<file path="src/rtl/sync_fifo_param_pkg.sv">
// Shared definitions for the FIFO family: default geometry and read-mode type.
package sync_fifo_param_pkg;

    localparam int FIFO_DATASIZE = 8;
    localparam int FIFO_ADDRSIZE = 9;
    localparam int FIFO_DEPTH    = 1 << FIFO_ADDRSIZE;

    // Pointers carry one extra wrap bit above the memory index.
    function automatic int ptr_size(input int addrsize);
        return addrsize + 1;
    endfunction

    localparam int FIFO_PTRSIZE = ptr_size(FIFO_ADDRSIZE);

    typedef enum logic {
        RD_STD  = 1'b0,
        RD_FWFT = 1'b1
    } rd_mode_e;

endpackage

</file>
<file path="src/rtl/sync_fifo_param_fifomem.sv">
// DEPTH x DATASIZE storage: synchronous write port, combinational read port.
module sync_fifomem
    import sync_fifo_param_pkg::*;
#(
    parameter int DATASIZE = FIFO_DATASIZE,
    parameter int ADDRSIZE = FIFO_ADDRSIZE
) (
    input  logic                clk,
    input  logic                i_wen,
    input  logic [ADDRSIZE-1:0] i_waddr,
    input  logic [DATASIZE-1:0] i_wdata,
    input  logic [ADDRSIZE-1:0] i_raddr,
    output logic [DATASIZE-1:0] o_rdata
);

    localparam int DEPTH = 1 << ADDRSIZE;

    logic [DATASIZE-1:0] r_mem [DEPTH];

    // Contents are deliberately not reset.
    always_ff @(posedge clk) begin
        if (i_wen) r_mem[i_waddr] <= i_wdata;
    end

    assign o_rdata = r_mem[i_raddr];

endmodule

</file>
<file path="src/rtl/sync_fifo_param.sv">
// Single-clock FIFO with standard / first-word-fall-through read, programmable
// almost-full/almost-empty thresholds, fill level and sticky error flags.
module sync_fifo_param
    import sync_fifo_param_pkg::*;
#(
    parameter int DATASIZE = FIFO_DATASIZE,
    parameter int ADDRSIZE = FIFO_ADDRSIZE,
    parameter int FWFT     = 0
) (
    input  logic                clk,
    input  logic                rst_n,
    input  logic                winc,
    input  logic [DATASIZE-1:0] wdata,
    input  logic                rinc,
    output logic [DATASIZE-1:0] rdata,
    output logic                rvalid,
    output logic                wfull,
    output logic                rempty,
    input  logic [ADDRSIZE:0]   afull_lvl,
    input  logic [ADDRSIZE:0]   aempty_lvl,
    output logic                walmost_full,
    output logic                ralmost_empty,
    output logic [ADDRSIZE:0]   level,
    input  logic                err_clr,
    output logic                overflow,
    output logic                underflow
);

    localparam int       PTR   = ptr_size(ADDRSIZE);
    localparam int       DEPTH = 1 << ADDRSIZE;
    localparam rd_mode_e MODE  = (FWFT != 0) ? RD_FWFT : RD_STD;
    localparam logic [PTR-1:0] DEPTH_L = PTR'(DEPTH);

    logic [PTR-1:0]      r_wptr, r_rptr;
    logic                r_overflow, r_underflow;
    logic [PTR-1:0]      w_level;
    logic                w_full, w_empty, w_wacc, w_racc;
    logic [DATASIZE-1:0] w_mem_rdata;

    // Status decodes straight from the registered pointers; modulo subtraction
    // handles the wrap bit.
    assign w_level = r_wptr - r_rptr;
    assign w_full  = (w_level == DEPTH_L);
    assign w_empty = (w_level == '0);
    assign w_wacc  = winc & ~w_full;
    assign w_racc  = rinc & ~w_empty;

    // Pointer advance on accepted requests; no pass-through when full.
    always_ff @(posedge clk or negedge rst_n) begin
        if (!rst_n) begin
            r_wptr <= '0;
            r_rptr <= '0;
        end else begin
            if (w_wacc) r_wptr <= r_wptr + 1'b1;
            if (w_racc) r_rptr <= r_rptr + 1'b1;
        end
    end

    // Sticky errors; a fresh event in the clearing cycle keeps the flag set.
    always_ff @(posedge clk or negedge rst_n) begin
        if (!rst_n) begin
            r_overflow  <= 1'b0;
            r_underflow <= 1'b0;
        end else begin
            r_overflow  <= (r_overflow  & ~err_clr) | (winc & w_full);
            r_underflow <= (r_underflow & ~err_clr) | (rinc & w_empty);
        end
    end

    sync_fifomem #(
        .DATASIZE (DATASIZE),
        .ADDRSIZE (ADDRSIZE)
    ) u_mem (
        .clk     (clk),
        .i_wen   (w_wacc),
        .i_waddr (r_wptr[ADDRSIZE-1:0]),
        .i_wdata (wdata),
        .i_raddr (r_rptr[ADDRSIZE-1:0]),
        .o_rdata (w_mem_rdata)
    );

    generate
        if (MODE == RD_STD) begin : g_std
            logic [DATASIZE-1:0] r_rdata;
            logic                r_rvalid;

            // Output register: capture the head on a pop, hold otherwise.
            always_ff @(posedge clk or negedge rst_n) begin
                if (!rst_n) begin
                    r_rdata  <= '0;
                    r_rvalid <= 1'b0;
                end else begin
                    r_rvalid <= w_racc;
                    if (w_racc) r_rdata <= w_mem_rdata;
                end
            end

            assign rdata  = r_rdata;
            assign rvalid = r_rvalid;
        end else begin : g_fwft
            // Head shown directly; forced to zero while empty so reset and
            // idle states never expose stale memory.
            assign rdata  = w_empty ? '0 : w_mem_rdata;
            assign rvalid = ~w_empty;
        end
    endgenerate

    assign wfull         = w_full;
    assign rempty        = w_empty;
    assign level         = w_level;
    assign walmost_full  = (w_level >= afull_lvl);
    assign ralmost_empty = (w_level <= aempty_lvl);
    assign overflow      = r_overflow;
    assign underflow     = r_underflow;

endmodule

</file>
<file path="config.mk">
export PLATFORM = sky130hd
export DESIGN_NAME = sync_fifo_param
export DESIGN_NICKNAME = d
export VERILOG_FILES = /design/src/rtl/sync_fifo_param_pkg.sv /design/src/rtl/sync_fifo_param_fifomem.sv /design/src/rtl/sync_fifo_param.sv
export SDC_FILE = /design/constraint.sdc
export NUM_CORES = 2
export LEC_CHECK = 0
export CORE_UTILIZATION = 29
export CTS_CLUSTER_DIAMETER = 120
export DETAILED_ROUTE_END_ITERATION = 7
export HOLD_SLACK_MARGIN = 0.02
export PLACE_DENSITY = 0.52
export SYNTH_ARGS = -nofsm -noshare
export SYNTH_HDL_FRONTEND = slang
export SYNTH_HIERARCHICAL = 1
export SYNTH_SLANG_ARGS = --single-unit
</file>
<file path="constraint.sdc">
create_clock -name clk -period 4.34 [get_ports clk]
set_clock_uncertainty 0.05 [all_clocks]
set_input_delay 0.651 -clock clk [delete_from_list [all_inputs] [get_ports clk]]
set_output_delay 0.651 -clock clk [all_outputs]
set_load 0.05 [all_outputs]
</file>
After elaboration in Yosys (flattened, before gate mapping). Memory sizes are Yosys's and may differ from the RTL's. A register that Yosys moved wholly into a read port is not among the register bits. Index checks and enable logic that the tools add are counted.

Add/sub/neg operators: 3. Multiply operators: 0. Div/mod/pow operators: 0. $lt $le $gt $ge: 2. Eq/ne operators: 1. Shift-type cells: 0. Muxes and demuxes: 2. Bitwise logic cells: 11. Reduce and logical (&&, ||, !) cells: 2.

Operator list (count): adder 10 x 1 -> 10 bit (second input constant) (2); equality test 10 bit (second input constant) (1); >= comparator 10 bit (1); less-or-equal comparator 10 bit (1); logical NOT 10 bit (1); subtractor 10 bit (1); bitwise AND 1 bit (6); NOT 1 bit (3); 2-to-1 mux 1 bit (2); OR 1 bit (2); logical NOT 1 bit (1).

Register bits: 23. Bits in latches: 0. Bits in writable memories: 4096. ROM bits: 0. Bits of input ports: 33. Output and inout port bits: 25. Logic and storage cells: 27. Memories: 1.

Memories: u_mem.r_mem (words 512, width 8, rd ports 1, clocked after Yosys merged registers in 1, wr ports 1, RTL line sync_fifo_param_fifomem.sv:18) `logic [DATASIZE-1:0] r_mem [DEPTH];`.

Logic depth before layout (Yosys ltp).
Word-level depth: 6. Gate-level depth with buffers: 17.

Hierarchy. The synthesis kept the hierarchy.

Modules (own cells, without submodules): sync_fifomem (instances 1, cells an instance 8022, area each 159767.0 sq um, seq. area each 122998.0 sq um); sync_fifo_param (instances 1, cells an instance 245, area each 2341.0 sq um, seq. area each 775.7 sq um).

Worst setup path before layout. No wires, ideal clock.

Kind: register to output. From: reg r_wptr[0]. To: out ralmost_empty. Data arrival time: 4.191 ns. Setup slack: -0.552 ns. Stages on the path, launching flop included: 14. Path buffers: 0. Cell sequence: dfrtp_1 inv_1 ha_1 fa_1 nor2b_1 o22ai_1 xnor2_1 ha_1 a21o_1 a21oi_1 o21ai_0 maj3_1 a221oi_1 a41o_1.

Word-level cells in the longest chain between the ends: 2.

Ends and longest elaborated chain: from (decl) (RTL line sync_fifo_param.sv:34) `logic [PTR-1:0] r_wptr, r_rptr;`; from (signal assigned) (RTL line sync_fifo_param.sv:54) `if (w_wacc) r_wptr <= r_wptr + 1'b1;`; subtractor 10 bit (RTL line sync_fifo_param.sv:42) `assign w_level = r_wptr - r_rptr;`; named net level[4] (RTL line sync_fifo_param.sv:23) `output logic [ADDRSIZE:0] level,`; less-or-equal comparator 10 bit (RTL line sync_fifo_param.sv:112) `assign ralmost_empty = (w_level <= aempty_lvl);`; to (decl) (RTL line sync_fifo_param.sv:22) `output logic ralmost_empty,`.

The timed path passes the listed nets, and every way through them passes these cells.

Worst setup path in the final report.
From: reg r_rptr[0]. To: out ralmost_empty.

Word-level cells in the longest chain between the ends: 2.

Ends and longest elaborated chain: from (decl) (RTL line sync_fifo_param.sv:34); from (signal assigned) (RTL line sync_fifo_param.sv:55) `if (w_racc) r_rptr <= r_rptr + 1'b1;`; subtractor 10 bit (RTL line sync_fifo_param.sv:42); less-or-equal comparator 10 bit (RTL line sync_fifo_param.sv:112).

Every way passes these cells.

==> impl_metrics.yaml <==
route:
  drt_first_pass_iters: 5
  final_antenna_net_count: 0
  avgViaCountPerCell: 5.06
  wl_per_cell_um: 27.2
  drt_iter0_markers: 8361
  wl_um: 453000
  drc: 0
  detailroute.via_count: 84289
outcome:
  outcome: "finished, violations left"
  violations: "setup timing"
cts:
  cts_tree: "done"
  clock_sinks: 4127
  root_buffer: "clkbuf_16"
  cts_buffer_depth: 4
  path_clk_slew_ns: 0.06
  insertion_delay_ns: 0.99
  cts_buffers: 428
  htree_num_levels: 5
timing:
  post-route-period-util: 1.09
  finalSetupViolCount: 4
  setup_ws_ns: -0.400
  drv_slew: 0
  max_freq_ghz: 0.211
  finalCriticalPeriod_ns: 4.74
  slew-limit-headroom: 0.115
  worst_pin_slew_ns: 1.33
  finalHoldViolations: 0
  grt_setup_unrepaired: "yes"
final_layout:
  layout-drive-gt1-share: 0.239
  stdcell_area_um2: 191000
  multiInputGateArea_um2: 36300
  area_growth_pct: 17.6
  layout_common_cells: "4096 x edfxtp_1, 798 x mux2i_1, 654 x mux4_2, 446 x buf_4, 434 x clkbuf_16"
  nFillCells: 52035
  layout.nets: 8896
  finalNonFillerCells: 16651
  final_common_cell: "edfxtp_1"
  register_area_um2: 124000
  utilization: 0.342
pwr:
  peakVddDrop_mv: 0.649
  p_per_area_nw_per_um2: 618
  power_w: 0.118
  p_leak_nw: 60.0
setup_path:
  crit_fanout: 3
  cp.arrival_ns: 4.04
  cp-start-kind: "register"
  critPathKind: "reg -> out"
  cp-end-kind: "primary output"
  worstPathRequired_ns: 3.64
logic_synthesis:
  yosys.area_share.xor_xnor: 0.00140
  syn_nets: 8329
  yosys.cell_types.count: 72
  synth.area.mux_share: 0.141
  yosys_register_bits: 4127
  netlist_instances: 8267
  synth_edf_count: 4096
  synth_warnings: 6
  netlist_area_um2: 162000
  synth_compound_area_frac: 0.0445
  synth_ff_type: "edfxtp_1"
  async_flop_share: 0.00751
  synth_top_family_by_area: "multiplexers"
  synth-adder-area-share: 0.00235
  synth_seq_area_share: 0.764
  synthSimpleGateAreaFrac: 0.0281
  syn_area_per_cell_um2: 19.6
global_route:
  antenna_found_initial: 18
  grt_pass1_vias: 86153
  grt_pass1_wl_um: 639000
  track_usage: 0.155
  grt_overflow: 0
  grt_start_max_net_pins: 131
floorplanning:
  initial_core_util: 0.291
  rows: 274
  core_um2: 557000
  die_h_um: 750
  die_area_um2: 562000
  die_w_um: 750
  pin_count: 58
job:
  maxCapViolations: 0
placed_design:
  place_ws_ns: -0.438
  hpwl_um: 281000
  place_area_um2: 175000
  placed_cells: 15827
  routabilityCongestion: 0.894
  place.port_buffers: 57
hold_path:
  hold_path_class: "in -> reg"
[sequential cells by signal, summed over array words and instances (netlist names)]
signal,cells
overflow,1
underflow,1
rvalid,1
u_mem/r_mem,4096
r_wptr,10
r_rptr,10
rdata,8
[timing repair]
item / CTS / global route
resized for setup: 166 / 161
setup buffers: 13 / 6
endpoints found under the setup margin: 3033 / 1397
pin swaps: 16 / 14
cloned: 3 / 5
endpoints found under the hold margin: 35 / 0
hold buffers: 2 / 0
[logic make-up after synthesis]
family,after synthesis
simple gates,1046
compound gates,1020
fa+ha+maj,30
buf+inv,556
flops,4127
xor+xnor,26
mux,1462
[report_power, final]
group | internal, W | leakage [nW] | switching, W
clock network | 0.0208 | 6.76 | 0.0156
logic | 0.0146 | 16.1 | 0.0226
registers | 0.0441 | 37.2 | 0.000133
total | 0.0795 | 60.0 | 0.0383
[stage by stage]
| stage | setup TNS, ns | hold WS, ns |
|---|---|---|
| final | -1.43 | 0.0964 |
| after global routing | -2.08 | 0.0791 |
| after CTS | -1.74 | 0.0396 |
| after detailed placement | -284.77 | 0.446 |
| after global placement | -552.95 | 0.429 |
| after floorplan | -0.233 | 0.305 |
[worst paths after layout]
path | startpoint | to | slack, ns | depth (start not counted)
min in group asynchronous | rst_n | rvalid | 0.30 | 2
worst min register to register | r_wptr[9] | r_wptr[9] | 0.45 | 1
worst max register to register | r_rptr[0] | u_mem/r_mem[311][2] | 0.04 | 14
max in group asynchronous | rst_n | r_rptr[2] | 3.20 | 2
worst min-delay path | wdata[4] | u_mem/r_mem[102][4] | 0.1 | 1
worst max-delay path | r_rptr[0] | ralmost_empty | -0.40 | 14
[cells in the mapped netlist (6+ instances only)]
library cell	count	share of area
edfxtp_1	4096	0.76
mux2i_1	798	0.049
mux4_2	654	0.091
nor2_1	612	0.014
o221ai_1	371	0.020
clkbuf_1	265	0.0061
a21oi_1	203	0.0063
o22ai_1	166	0.0064
o21ai_0	120	0.0037
nand2_1	118	0.0027
nor3_1	114	0.0035
buf_4	70	0.0032
buf_6	65	0.0045
a22oi_1	61	0.0028
buf_2	60	0.0019
nand3_1	45	0.0014
buf_1	41	0.00095
nor4_1	40	0.0015
nand4_1	38	0.0015
inv_1	37	0.00086
dfrtp_1	31	0.0048
ha_1	28	0.0022
xnor2_1	22	0.0012
and2_1	20	0.00077
a211oi_1	17	0.00079
o31ai_1	13	0.00060
buf_8	11	0.0010
and3_1	10	0.00039
nor2b_1	10	0.00039
nor3b_1	9	0.00042
o2111a_1	8	0.00056
a22o_1	7	0.00038
o41ai_1	7	0.00038
mux2_1	6	0.00042
nand2b_1	6	0.00023
or3_1	6	0.00023
[layout make-up]
type | count | share of cell area
tap | 7452 | 0.0489
sequential | 4127 | 0.650
timing repair buffer | 654 | 0.0368
inverter | 39 | 0.000808
clock inverter | 285 | 0.0156
antenna | 7 | 0.0000919
multi-input combinational | 3584 | 0.190
clock buffer | 503 | 0.0578
[layer usage]
layer,share of wire,up-vias,track usage
met5,0.000046,-,0
met3,0.065,631,0.0247
met4,0.032,4,0.0463
li1,-,35480,-
met1,0.42,45019,0.211
met2,0.48,3155,0.256
[critical path, cell delays in order (launching register included)]
cell and delay (ns):
dfrtp_4 0.49, ha_4 0.17, fa_2 0.37, nor2b_4 0.18, o22ai_4 0.10, buf_6 0.13
xnor2_4 0.16, ha_4 0.22, a21o_1 0.19, a21oi_2 0.15, o21ai_2 0.07, maj3_2 0.30
a221oi_2 0.22, a41o_1 0.17, buf_12 0.14
(Power assumes the default switching activity.)
